==> config.mk <==
export PLATFORM = sky130hd
export DESIGN_NAME = mips_sequencer
export DESIGN_NICKNAME = d
export VERILOG_FILES = /design/src/rtl/mips_sequencer.sv
export SDC_FILE = /design/constraint.sdc
export NUM_CORES = 1
export LEC_CHECK = 0
export CORE_MARGIN = 2
export CORE_UTILIZATION = 40
export DETAILED_ROUTE_END_ITERATION = 10
export PLACE_DENSITY = 0.76
export REMOVE_ABC_BUFFERS = 1
export SYNTH_ARGS = -nofsm -noshare
export SYNTH_HDL_FRONTEND = slang
export SYNTH_SLANG_ARGS = --single-unit
export TNS_END_PERCENT = 100
==> constraint.sdc <==
create_clock -name clk -period 4.03 [get_ports clk]
set_input_delay 0.403 -clock clk [delete_from_list [all_inputs] [get_ports clk]]
set_output_delay 0.403 -clock clk [all_outputs]
set_load 0.1 [all_outputs]
==> src/rtl/mips_sequencer.sv <==
// Multi-cycle control sequencer for the MIPS CPU. It owns the instruction state,
// handles bus stalls, multi-cycle MULT/DIV, branch-delay-slot redirect and HALT.
module mips_sequencer #(
  parameter int unsigned MULDIV_CYCLES = 32,
  parameter int unsigned ADDR_W        = 32
) (
  input  logic              clk,
  input  logic              reset_n,
  input  logic              waitrequest,
  input  logic              pc_zero,
  input  logic              is_load,
  input  logic              is_store,
  input  logic              is_muldiv,
  input  logic              is_branch,
  input  logic              branch_taken,
  input  logic [ADDR_W-1:0] branch_target,
  output logic [2:0]        state,
  output logic              mem_read,
  output logic              mem_write,
  output logic              ir_load,
  output logic              pc_en,
  output logic              pc_sel,
  output logic [ADDR_W-1:0] pc_target,
  output logic              delay_slot,
  output logic              muldiv_busy,
  output logic              active
);

  typedef enum logic [2:0] {
    S_FETCH  = 3'd0,
    S_EXEC1  = 3'd1,
    S_EXEC2  = 3'd2,
    S_MDWAIT = 3'd3,
    S_HALT   = 3'd4
  } state_t;

  localparam logic [7:0] MD_LOAD = 8'(MULDIV_CYCLES - 1);

  state_t     cur_state;
  state_t     nxt_state;
  logic       pending;
  logic [7:0] md_cnt;
  logic       exec1_exit;
  logic       md_start;
  logic       latch_branch;
  logic       rd_raw;
  logic       wr_raw;
  logic       irl_raw;
  logic       pen_raw;

  always_comb begin
    // NOTE: every signal gets a default first so no latch is inferred.
    nxt_state  = cur_state;
    rd_raw     = 1'b0;
    wr_raw     = 1'b0;
    irl_raw    = 1'b0;
    pen_raw    = 1'b0;
    exec1_exit = 1'b0;
    md_start   = 1'b0;
    case (cur_state)
      S_FETCH: begin
        if (pc_zero) begin
          nxt_state = S_HALT;
        end else begin
          rd_raw = 1'b1;
          if (!waitrequest) begin
            irl_raw   = 1'b1;
            nxt_state = S_EXEC1;
          end
        end
      end
      S_EXEC1: begin
        if (is_load) begin
          rd_raw = 1'b1;
          if (!waitrequest) begin
            exec1_exit = 1'b1;
            nxt_state  = S_EXEC2;
          end
        end else if (is_store) begin
          wr_raw = 1'b1;
          if (!waitrequest) begin
            exec1_exit = 1'b1;
            pen_raw    = 1'b1;
            nxt_state  = S_FETCH;
          end
        end else if (is_muldiv) begin
          exec1_exit = 1'b1;
          md_start   = 1'b1;
          nxt_state  = S_MDWAIT;
        end else begin
          exec1_exit = 1'b1;
          pen_raw    = 1'b1;
          nxt_state  = S_FETCH;
        end
      end
      S_EXEC2: begin
        pen_raw   = 1'b1;
        nxt_state = S_FETCH;
      end
      S_MDWAIT: begin
        if (md_cnt == 8'd0) begin
          pen_raw   = 1'b1;
          nxt_state = S_FETCH;
        end
      end
      S_HALT:  nxt_state = S_HALT;
      default: nxt_state = S_FETCH;
    endcase
  end

  // Strobes and enables are suppressed while reset is held so nothing leaks onto the bus.
  assign mem_read  = rd_raw  & reset_n;
  assign mem_write = wr_raw  & reset_n;
  assign ir_load   = irl_raw & reset_n;
  assign pc_en     = pen_raw & reset_n;
  assign pc_sel    = pc_en & pending;

  // A branch sitting in a delay slot (pending already set) never re-arms the latch.
  assign latch_branch = exec1_exit & is_branch & branch_taken & ~pending;

  assign state       = cur_state;
  assign delay_slot  = pending;
  assign muldiv_busy = (cur_state == S_MDWAIT);
  assign active      = (cur_state != S_HALT);

  always_ff @(posedge clk or negedge reset_n) begin
    if (!reset_n) begin
      cur_state <= S_FETCH;
      pending   <= 1'b0;
      pc_target <= '0;
      md_cnt    <= 8'd0;
    end else begin
      // NOTE: non-blocking assignments so every register updates from pre-edge values.
      cur_state <= nxt_state;
      if (latch_branch) begin
        pc_target <= branch_target;
        pending   <= 1'b1;
      end else if (pc_en && pending) begin
        pending <= 1'b0;
      end
      if (md_start) begin
        md_cnt <= MD_LOAD;
      end else if (cur_state == S_MDWAIT && md_cnt != 8'd0) begin
        md_cnt <= md_cnt - 8'd1;
      end
    end
  end

endmodule

==> run metrics <==
GPL Wtd Cong=0.8439; worst slew pin tran=1.002 ns; Initial Utilization=between 40% and 50%; most used routing layer=met2; vias in the first global route=1432; RSZ-0062 raised after global routing=false; final WL=4.392 mm; share of cells above drive strength 1=a little under a quarter; nets=280; CTS tree=done; top post-synthesis cells by count=44 x dfrtp_1, 32 x mux2_2, 10 x nor2_1, 6 x nand2_1; Achievable Freq=about 360 MHz; Final period util=69.34%; M1 GR Usage=22.19%; met2 Use GR=25.99%; Max Cap Violations=0; Yosys top cell by area=dfrtp_1; Worst R2R Setup Slack=between 2 and 2.5 ns; Seq/Total Area, Yosys=56.02%; die height=74.10 µm; FP Rows=25; final core utilization=62.70%; CP Cell Sequence=inv_1 > ha_1 > or3b_2 > nor4b_2 > o31a_1 > and2_1 > buf_4; r2r endpoint=delay_slot; Primary FF master, synth=dfrtp_1; die footprint=0.005491 mm²; clk slew on worst S/H paths=0.08 ns; #FFs+latches synth=44; post-CTS setup buffer count=0; die width=74.10 µm; ANT nets after route=0; grt total ovfl=0; Post-CTS Hold Fix Bufs=0; top-area cell type share of the netlist area=around 56%; EDFF count, synth=0; vias per cell=4.895; global-route wire length before repair=6.817 mm; grt met3 use=4.336%; GRT Total Usage=roughly 17%; crit path to=pc_sel; Setup crit start kind=flip-flop; Worst EP required=3.63 ns; Worst R2R Start=md_cnt[0]; First DRT Iteration DRCs=58; clock insertion delay at the later pin of the skew report=0.29 ns; Worst slew margin=32.99%; pin count of the biggest net entering global routing=34; # IOs=84; hpwl dp=3.311 mm; FFs w/ async S/R, synth=100.0%; H-tree levels=2; I/O Buffers=83; WHS=about 0.015 ns; TNS Setup=0 ns; initial antenna violation count=0; Final min period=2.794 ns; Hold WC Path Type=input port to asynchronous set/reset pin; ANT cells=0; Critical path origin=md_cnt[0]; Synth-to-Final Area Change=50.67%; R2R cell count=6; Area contributors post-synth=dfrtp_1 56%, mux2_2 18%, nor2_1 1.9%; Fin. Hold Viols=0; Final Max Tran Viols=0; max incr delay on CP=0.52 ns; post-CTS sizing=0; mean area per synthesized cell=12.93 µm²; element type at the critical path end=output pin; CP Max Fanout=4; top-count cell post-synth=dfrtp_1; CTS sink cnt=between 40 and 50; Crit Path Class=flip-flop to output pin; crit path DAT=2.39 ns; DR DRC count=0; clock buffer count from CTS=5; status=completed; count of mapped cells out of synthesis=152; slowest cell on the critical path=or3b_2; clk root buf=clkbuf_8; Netlist cell types=41; final setup violation count=0; Detailed Routing Iterations Pass 1=4; Bufs on Longest Clock Path=2; wire per inst=between 10 and 15 µm; Netlist Area Pre-Place=0.001966 mm²; Synth warnings=0; DR vias=1493; core box area=0.004723 mm²; Final Skew=~0.0026 ns
-- worst min path at each step --
stage / start / end / slack, ns / cells past startpoint
floorplan: reset_n / delay_slot / 0.11 / 0
global placement: reset_n / md_cnt[6] / 0.34 / 1
detailed placement: reset_n / md_cnt[6] / 0.34 / 1
CTS: reset_n / pc_target[17] / 0.02 / 1
global route: reset_n / md_cnt[6] / 0.02 / 1
finish: reset_n / md_cnt[6] / 0.01 / 1
-- cell families (layout without fill, tap and decap cells) --
kind of cell               count (synthesis)  after routing  share of synthesized area [%]
AOI/OAI and AO/OA                         21             21                          7.575
adders and majority gates                  2              2                          1.273
and+or+nand+nor                           40             40                          12.67
muxes                                     33             33                          18.84
DFF                                       44             44                          56.02
xor gates and xnor gates                   2              2                         0.8913
buffers and inverters                     10             96                          2.737
-- routing by layer --
metal	vias to the layer above	share of wire (%)
met2	44	51
met5	-	0
met3	5	5.3
met4	0	1.3
met1	724	43
li1	720	-
-- flip-flops by register name, indices dropped and copies added (netlist names) --
register,count
pc_target,32
md_cnt,8
state,3
delay_slot,1
-- cells in the final DEF, fill, tap and decap left out, drive strengths merged, types with 3 or more instances in the layout --
| cell type | synthesis | final |
|---|---|---|
| a21oi | 4 | 4 |
| inv | 3 | 3 |
| buf | 6 | 8 |
| nor2 | 10 | 10 |
| o21ai | 6 | 6 |
| clkdlybuf4s50 | 0 | 77 |
| mux2 | 32 | 32 |
| dfrtp | 44 | 44 |
| nor4 | 3 | 3 |
| nand2 | 6 | 6 |
| and3b | 3 | 3 |
| clkbuf | 1 | 7 |
-- area by class of cell --
type / count / area [µm²]
tap: 67 / 83.83
timing repair buffer: 85 / 828.3
inverter: 3 / 11.26
sequential: 44 / 1101
fill: 389 / 1762
clock inverter: 1 / 30.03
multi-input combinational: 98 / 810.8
clock buffer: 7 / 96.34
-- worst max-delay path: cells and delay by family (launching register included) --
family / cells / cell delay (ns)
and+or+nand+nor: 3 / 0.90
buffers and inverters: 2 / 0.40
DFF: 1 / 0.39
AOI/OAI and AO/OA: 1 / 0.23
adders and majority gates: 1 / 0.17
-- metrics by stage --
stage / instance area, µm² / setup slack (ns) / cells
after global placement: 2835 / 1.578 / 297
after global routing: 2962 / 1.032 / 305
after floorplan: 1923 / 0.2778 / 145
after CTS: 2962 / 1.210 / 305
final: 2962 / 1.236 / 305
after detailed placement: 2835 / 1.521 / 297
Power is left out: the tool's default activity adds up to more than one toggle a clock period on the data nets, which glitch-free logic cannot reach.
